===== src/rtl/sdp_bram_arbiter.sv =====
// Two-requester arbiter in front of a simple-dual-port BRAM with 1-cycle read latency.
// Independent round-robin on read and write ports; same-address reads yield to writes.
module sdp_bram_arbiter #(
   parameter int unsigned ABITS = 10,
   parameter int unsigned DBITS = 36
) (
   input  logic                 clk,
   input  logic                 rst_n,
   input  logic [1:0]           rd_req,
   input  logic [2*ABITS-1:0]   rd_addr,
   output logic [1:0]           rd_gnt,
   output logic [1:0]           rsp_vld,
   output logic [DBITS-1:0]     rsp_data,
   input  logic [1:0]           wr_req,
   input  logic [2*ABITS-1:0]   wr_addr,
   input  logic [2*DBITS-1:0]   wr_data,
   output logic [1:0]           wr_gnt,
   output logic [ABITS-1:0]     ram_ra,
   input  logic [DBITS-1:0]     ram_rd,
   output logic [ABITS-1:0]     ram_wa,
   output logic [DBITS-1:0]     ram_wd,
   output logic                 ram_we
);

   logic             rd_ptr_q, rd_ptr_d;
   logic             wr_ptr_q, wr_ptr_d;
   logic [1:0]       rsp_vld_q, rsp_vld_d;

   logic             wr_any, wr_sel;
   logic             rd_any, rd_sel, rd_go;
   logic [ABITS-1:0] wr_sel_addr, rd_sel_addr;
   logic [DBITS-1:0] wr_sel_data;

   always_comb begin
      // Gating with rst_n keeps all grants and the write enable low during reset.
      wr_any      = rst_n & (|wr_req);
      wr_sel      = (wr_req == 2'b11) ? wr_ptr_q : wr_req[1];
      wr_sel_addr = wr_sel ? wr_addr[2*ABITS-1:ABITS] : wr_addr[ABITS-1:0];
      wr_sel_data = wr_sel ? wr_data[2*DBITS-1:DBITS] : wr_data[DBITS-1:0];

      rd_any      = rst_n & (|rd_req);
      rd_sel      = (rd_req == 2'b11) ? rd_ptr_q : rd_req[1];
      rd_sel_addr = rd_sel ? rd_addr[2*ABITS-1:ABITS] : rd_addr[ABITS-1:0];
      // A read colliding with this cycle's write retries so it returns the new data.
      rd_go       = rd_any & ~(wr_any & (rd_sel_addr == wr_sel_addr));

      wr_gnt    = 2'b00;
      ram_we    = 1'b0;
      ram_wa    = '0;
      ram_wd    = '0;
      wr_ptr_d  = wr_ptr_q;
      if (wr_any) begin
         wr_gnt[wr_sel] = 1'b1;
         ram_we         = 1'b1;
         ram_wa         = wr_sel_addr;
         ram_wd         = wr_sel_data;
         wr_ptr_d       = ~wr_sel;
      end

      rd_gnt    = 2'b00;
      ram_ra    = '0;
      rsp_vld_d = 2'b00;
      rd_ptr_d  = rd_ptr_q;
      if (rd_go) begin
         rd_gnt[rd_sel]    = 1'b1;
         ram_ra            = rd_sel_addr;
         rsp_vld_d[rd_sel] = 1'b1;
         rd_ptr_d          = ~rd_sel;
      end
   end

   always_ff @(posedge clk or negedge rst_n) begin
      if (!rst_n) begin
         rd_ptr_q  <= 1'b0;
         wr_ptr_q  <= 1'b0;
         rsp_vld_q <= 2'b00;
      end else begin
         rd_ptr_q  <= rd_ptr_d;
         wr_ptr_q  <= wr_ptr_d;
         rsp_vld_q <= rsp_vld_d;
      end
   end

   assign rsp_vld  = rsp_vld_q;
   assign rsp_data = ram_rd;

endmodule


===== config.mk =====
export PLATFORM = sky130hd
export DESIGN_NAME = sdp_bram_arbiter
export DESIGN_NICKNAME = d
export VERILOG_FILES = /design/src/rtl/sdp_bram_arbiter.sv
export SDC_FILE = /design/constraint.sdc
export NUM_CORES = 1
export LEC_CHECK = 0
export BUFFER_PORTS_ARGS = -buffer_cell sky130_fd_sc_hd__buf_2
export CORE_AREA = 2 2 98 100
export CTS_BUF_LIST = sky130_fd_sc_hd__clkbuf_16
export CTS_CLUSTER_DIAMETER = 200
export DETAILED_ROUTE_END_ITERATION = 6
export DIE_AREA = 0 0 100 102
export PLACE_DENSITY_LB_ADDON = 0.25
export SKIP_LAST_GASP = 1
export SYNTH_ARGS = -nofsm -noshare
export SYNTH_HDL_FRONTEND = slang
export SYNTH_SLANG_ARGS = --single-unit

===== constraint.sdc =====
create_clock -name clk -period 3 [get_ports clk]
set_clock_uncertainty 0.15 [all_clocks]
set_input_delay 0.3 -clock clk [delete_from_list [all_inputs] [get_ports clk]]
set_output_delay 0.3 -clock clk [all_outputs]
set_load 0.02 [all_outputs]

* Word level (Yosys, flattened, before mapping) *
Index checks and enable logic that the tools add are counted.
Widths: inputs -> output; s select.

storage, ports and cells
  bits in latches = 0
  flip-flop bits (word level) = 4
  bits in read-only memories = 0
  memory bits (writable) = 0
  memories = 0

cells by class
  equal/unequal tests = 3
  bitwise gates (word level) = 7
  shift-type cells = 0
  multiply operators = 0
  add/subtract/negate cells = 0
  divide/modulo/power cells = 0
  reduce and logical (&&, ||, !) cells = 4
  multiplexer cells = 15
  magnitude comparators = 4

operators with widths
  cell                number
  $mux 36             2
  $mux 10             4
  $eq 10x10->1        1
  $mux 1              5
  $and 1x1->1         4
  $eq 2x2->1 const B  2
  $lt 1x2->1 const B  2
  $mux 2              2
  $reduce_or 2->1     2
  $not 1->1           3
  $demux 1 s1         2
  $ge 1x1->1 const B  2
  $logic_and 1x1->1   2

* Longest topological paths before layout *
  word-level depth = 8
  gate-level depth with buffers = 9
  mapped depth without buffers = 7

* Worst setup path before layout *
Ideal clock, no wire load.

  path type = reg-to-output
  start = register rd_ptr_q
  end = output ram_ra[5]
  setup slack = 555 ps
  data arrival time = 1995 ps
  required time = 2550 ps
  stages on the path, launching flop included = 9
  cell sequence = dfrtp_1 -> o21ai_4 -> buf_12 -> mux2i_1 -> xor2_1 -> nor4_1 -> a31o_2 -> buf_6 -> nor2_1

between the ends
  longest elaborated chain between the ends = 7

RTL lines
  item                      line  RTL
  start: declaration        25    logic rd_ptr_q, rd_ptr_d;
  start signal: assignment  78    rd_ptr_q <= rd_ptr_d;
  $mux 1 (*)                42    rd_sel = (rd_req == 2'b11) ? rd_ptr_q : rd_req[1];
  $mux 10 (*)               43    rd_sel_addr = rd_sel ? rd_addr[2*ABITS-1:ABITS] : rd_addr[ABITS-1:0];
  $eq 10x10->1              45    rd_go = rd_any & ~(wr_any & (rd_sel_addr == wr_sel_addr));
  $and 1x1->1               45
  $not 1->1                 45
  $and 1x1->1               45
  $mux 10 (*)               64    if (rd_go) begin
  end: declaration          18    output logic [ABITS-1:0] ram_ra,

Mark *: on every way between the ends. The rest lies on a longest branch, timed or not.

* Final worst setup path *
  start = register rd_ptr_q
  end = output ram_ra[6]

The elaborated chain is that of the path after synthesis.

==> impl_metrics.csv <==
group,metric,value,unit
place,post_dp_cell_area,0.00205,sq mm
final_layout,design_area,0.00217,sq mm
drt,dr.pass1.iters,4,
die,pin_count,253,
global_route,grt_pass1_wl,7870,um
clock_network,numClockSinks,4,
place,dp_hpwl,4960,um
final_layout,fillers,1030,
clock_network,cts_buffer_depth,2,
drt,ant_nets,0,
worst_setup_path,critPathRequiredTime,2.55,ns
place,place_congestion,0.775,
worst_setup_path,critPathArrivalTime,2.38,ns
power_and_ir_drop,finalPower,0.683,mW
yosys,ys_types,27,
final_layout,area_delta_synth_final,68.0,%
sta,worstMarginPinSlew,0.474,ns
yosys,synth_top_area_share,0.244,
clock_network,htree_num_levels,1,
worst_setup_path,slowest_stage,"dfrtp_1",
global_route,grt_use_total,0.0984,
sta,period_minus_slack,2.83,ns
sta,finalCritPeriodShare,0.944,
global_route,grt_max_degree,38,
hold_path,hold_class,"input port to flip-flop",
die,core_area,0.00911,sq mm
final_layout,nets,454,
die,die-area,0.0102,sq mm
worst_setup_path,cp-end-kind,"output pin",
power_and_ir_drop,static-leakage-power,1.31,nW
hold_path,worstHoldPathCells,3,
drt,avgRoutedWirePerCell,14.1,um
sta,max_freq,353,MHz
drt,routed.top_layer,"met4",
final_layout,drive_above_1_share,0.701,
sta,drv_slew,0,
worst_setup_path,r2r_slack,0.34,ns
place,dp_cells,403,
yosys,ys_seq_area_frac,0.0776,
drt,drc,0,
die,rows,35,
clock_network,numCtsBuffers,3,
worst_setup_path,start_kind,"flip-flop",
global_route,grt-ovfl-total,0,
clock_network,clkLatencyLatePin,0.22,ns
clock_network,cts_tree,"yes",
sta,grt_setup_unrepaired,"false",
drt,drt_iter0_drc,23,
sta,setup_viol,0,
sta,slew_headroom,0.681,
sta,setup_tns,0,ns
worst_setup_path,critical_path.max_fanout,11,
drt,drt-vias-per-instance,4.17,
clock_network,clk_pin_slew,0.03,ns
place,port_buffers,180,
power_and_ir_drop,p_per_area,315,mW/mm^2
final_layout,antenna_cells,0,
clock_network,root_buffer,"clkbuf_16",
die,die_h,102,um
yosys,syn_area_per_cell,8.38,sq um
yosys,syn_area,0.00129,sq mm
final_layout,fin_cells,409,
yosys,syn_inst,154,
drt,met2_length,3040,um
worst_setup_path,crit_chain,"o21ai_4 > buf_12 > mux2i_1 > xor2_1 > nor4_2 > a31o_2 > nor2_2 > buf_2",
die,fp.dieW,100,um
drt,dr_total_vias,1705,
global_route,grt_pass1_vias,1601,
drt,wl_met1,1970,um
yosys,ys_seq_elements,4,
power_and_ir_drop,ir_drop,0.000142,V
drt,wl,5770,um
yosys,post-synth-top-area-cell,"a22o_1",
sta,final-hold-violation-count,0,
worst_setup_path,path_class,"flip-flop to output pin",
die,initial_core_util,0.142,
yosys,yosys_warnings,0,
flow_run,max_cap_viol_count,0,
yosys,synth_area_leaders,"a22o_1 (24%), buf_4 (21%), mux2i_1 (14%)",
global_route,antenna_found_initial,0,
worst_setup_path,slowest_delay,0.40,ns
yosys,synth_nets,308,
drt,wl_met3,573,um
run_status,outcome,"completed",
final_layout,fin_util,0.238,
worst_setup_path,r2r_cells,8,
-- cells by family (layout without fill, tap and decap cells) --
group | count (synthesis) | in the layout | synth area share
flip-flops | 4 | 4 | 0.0776
XOR/XNOR | 10 | 10 | 0.0679
buffers and inverters | 50 | 193 | 0.275
AND/OR/NAND/NOR | 27 | 27 | 0.110
multiplexers | 21 | 21 | 0.179
AO/OA/AOI/OAI | 42 | 43 | 0.290
-- area by class of cell --
type,count,area [sq um],area share
Multi-Input combinational cell,101,861,0.397
Tap cell,111,139,0.0641
Inverter,3,11.3,0.00520
Clock buffer,3,75.1,0.0346
Sequential cell,4,100,0.0462
Timing Repair Buffer,187,981,0.453
-- sequential cells by signal, summed over array words and instances (netlist names) --
register	cells
rd_ptr_q	1
rsp_vld	2
wr_ptr_q	1
-- power breakdown --
part           leakage, nW  switching, mW  internal, mW
clock               0.0370         0.0353         0.170
combinational         1.22          0.228         0.185
sequential          0.0493        0.00499        0.0603
-- cell usage in the layout, fill, tap and decap left out --
cell type      synthesis  routed
dfrtp_1                4       4
xor2_1                10      10
inv_1                  2       2
a31o_4                 0       1
buf_12                 1       2
dlygate4sd3_1          0       1
mux2i_1               18      18
buf_4                 36       4
and2_1                 1       1
mux2_4                 1       1
nor2_1                13      12
mux2i_4                1       1
nor2_2                 9      10
mux2i_2                1       1
clkbuf_16              0       3
o21ai_0                1       1
nor4_2                 1       2
o21ai_1                1       1
buf_2                  1     180
a22o_1                36      36
nor2b_1                1       1
inv_2                  1       1
a31o_2                 1       1
nor3_1                 1       1
o21ai_4                2       2
a21o_1                 1       1
-- critical path, delay by kind of cell, from the launching register on --
kind,cells,cell delay [ns]
AO/OA/AOI/OAI,2,0.55
buffers and inverters,2,0.33
multiplexers,1,0.31
XOR/XNOR,1,0.14
flip-flops,1,0.40
AND/OR/NAND/NOR,2,0.42
-- worst paths after layout --
path | start | to
setup reg to reg | rd_ptr_q$_DFFE_PN0P_ | rd_ptr_q$_DFFE_PN0P_
hold / removal | rd_req[1] | rsp_vld[1]$_DFF_PN0_
max in group asynchronous | rst_n | wr_ptr_q$_DFFE_PN0P_
setup / recovery | rd_ptr_q$_DFFE_PN0P_ | ram_ra[6]
min in group asynchronous | rst_n | rsp_vld[1]$_DFF_PN0_
hold reg to reg | wr_ptr_q$_DFFE_PN0P_ | wr_ptr_q$_DFFE_PN0P_
-- Yosys cell counts, drive strengths merged --
library cell  count
buf              42
a22o             36
nor2             22
mux2i            20
xor2             10
clkbuf            5
dfrtp             4
o21ai             4
inv               3
nor4              2
a21o              1
a31o              1
and2              1
mux2              1
nor2b             1
nor3              1
-- metal layers --
metal,up-vias,track usage
met4,0,0.0400
met5,-,0
li1,812,-
met2,130,0.202
met3,20,0.0150
met1,743,0.0977
-- stage by stage --
step,setup slack (ns),hold WS (ns)
final,0.167,0.223
after global routing,0.0252,0.243
after CTS,0.0000893,0.225
after detailed placement,0.232,-0.0281
after global placement,0.311,-0.0285
after floorplan,0.555,-0.146
-- timing repair --
item                                    4_1_cts  5_1_grt
setup buffers                                 0        1
endpoints found under the setup margin        0       12
endpoints found under the hold margin         4        0
hold buffers                                  1        0
gates resized for setup                       0        2
Power figures use the tool's default switching activity.
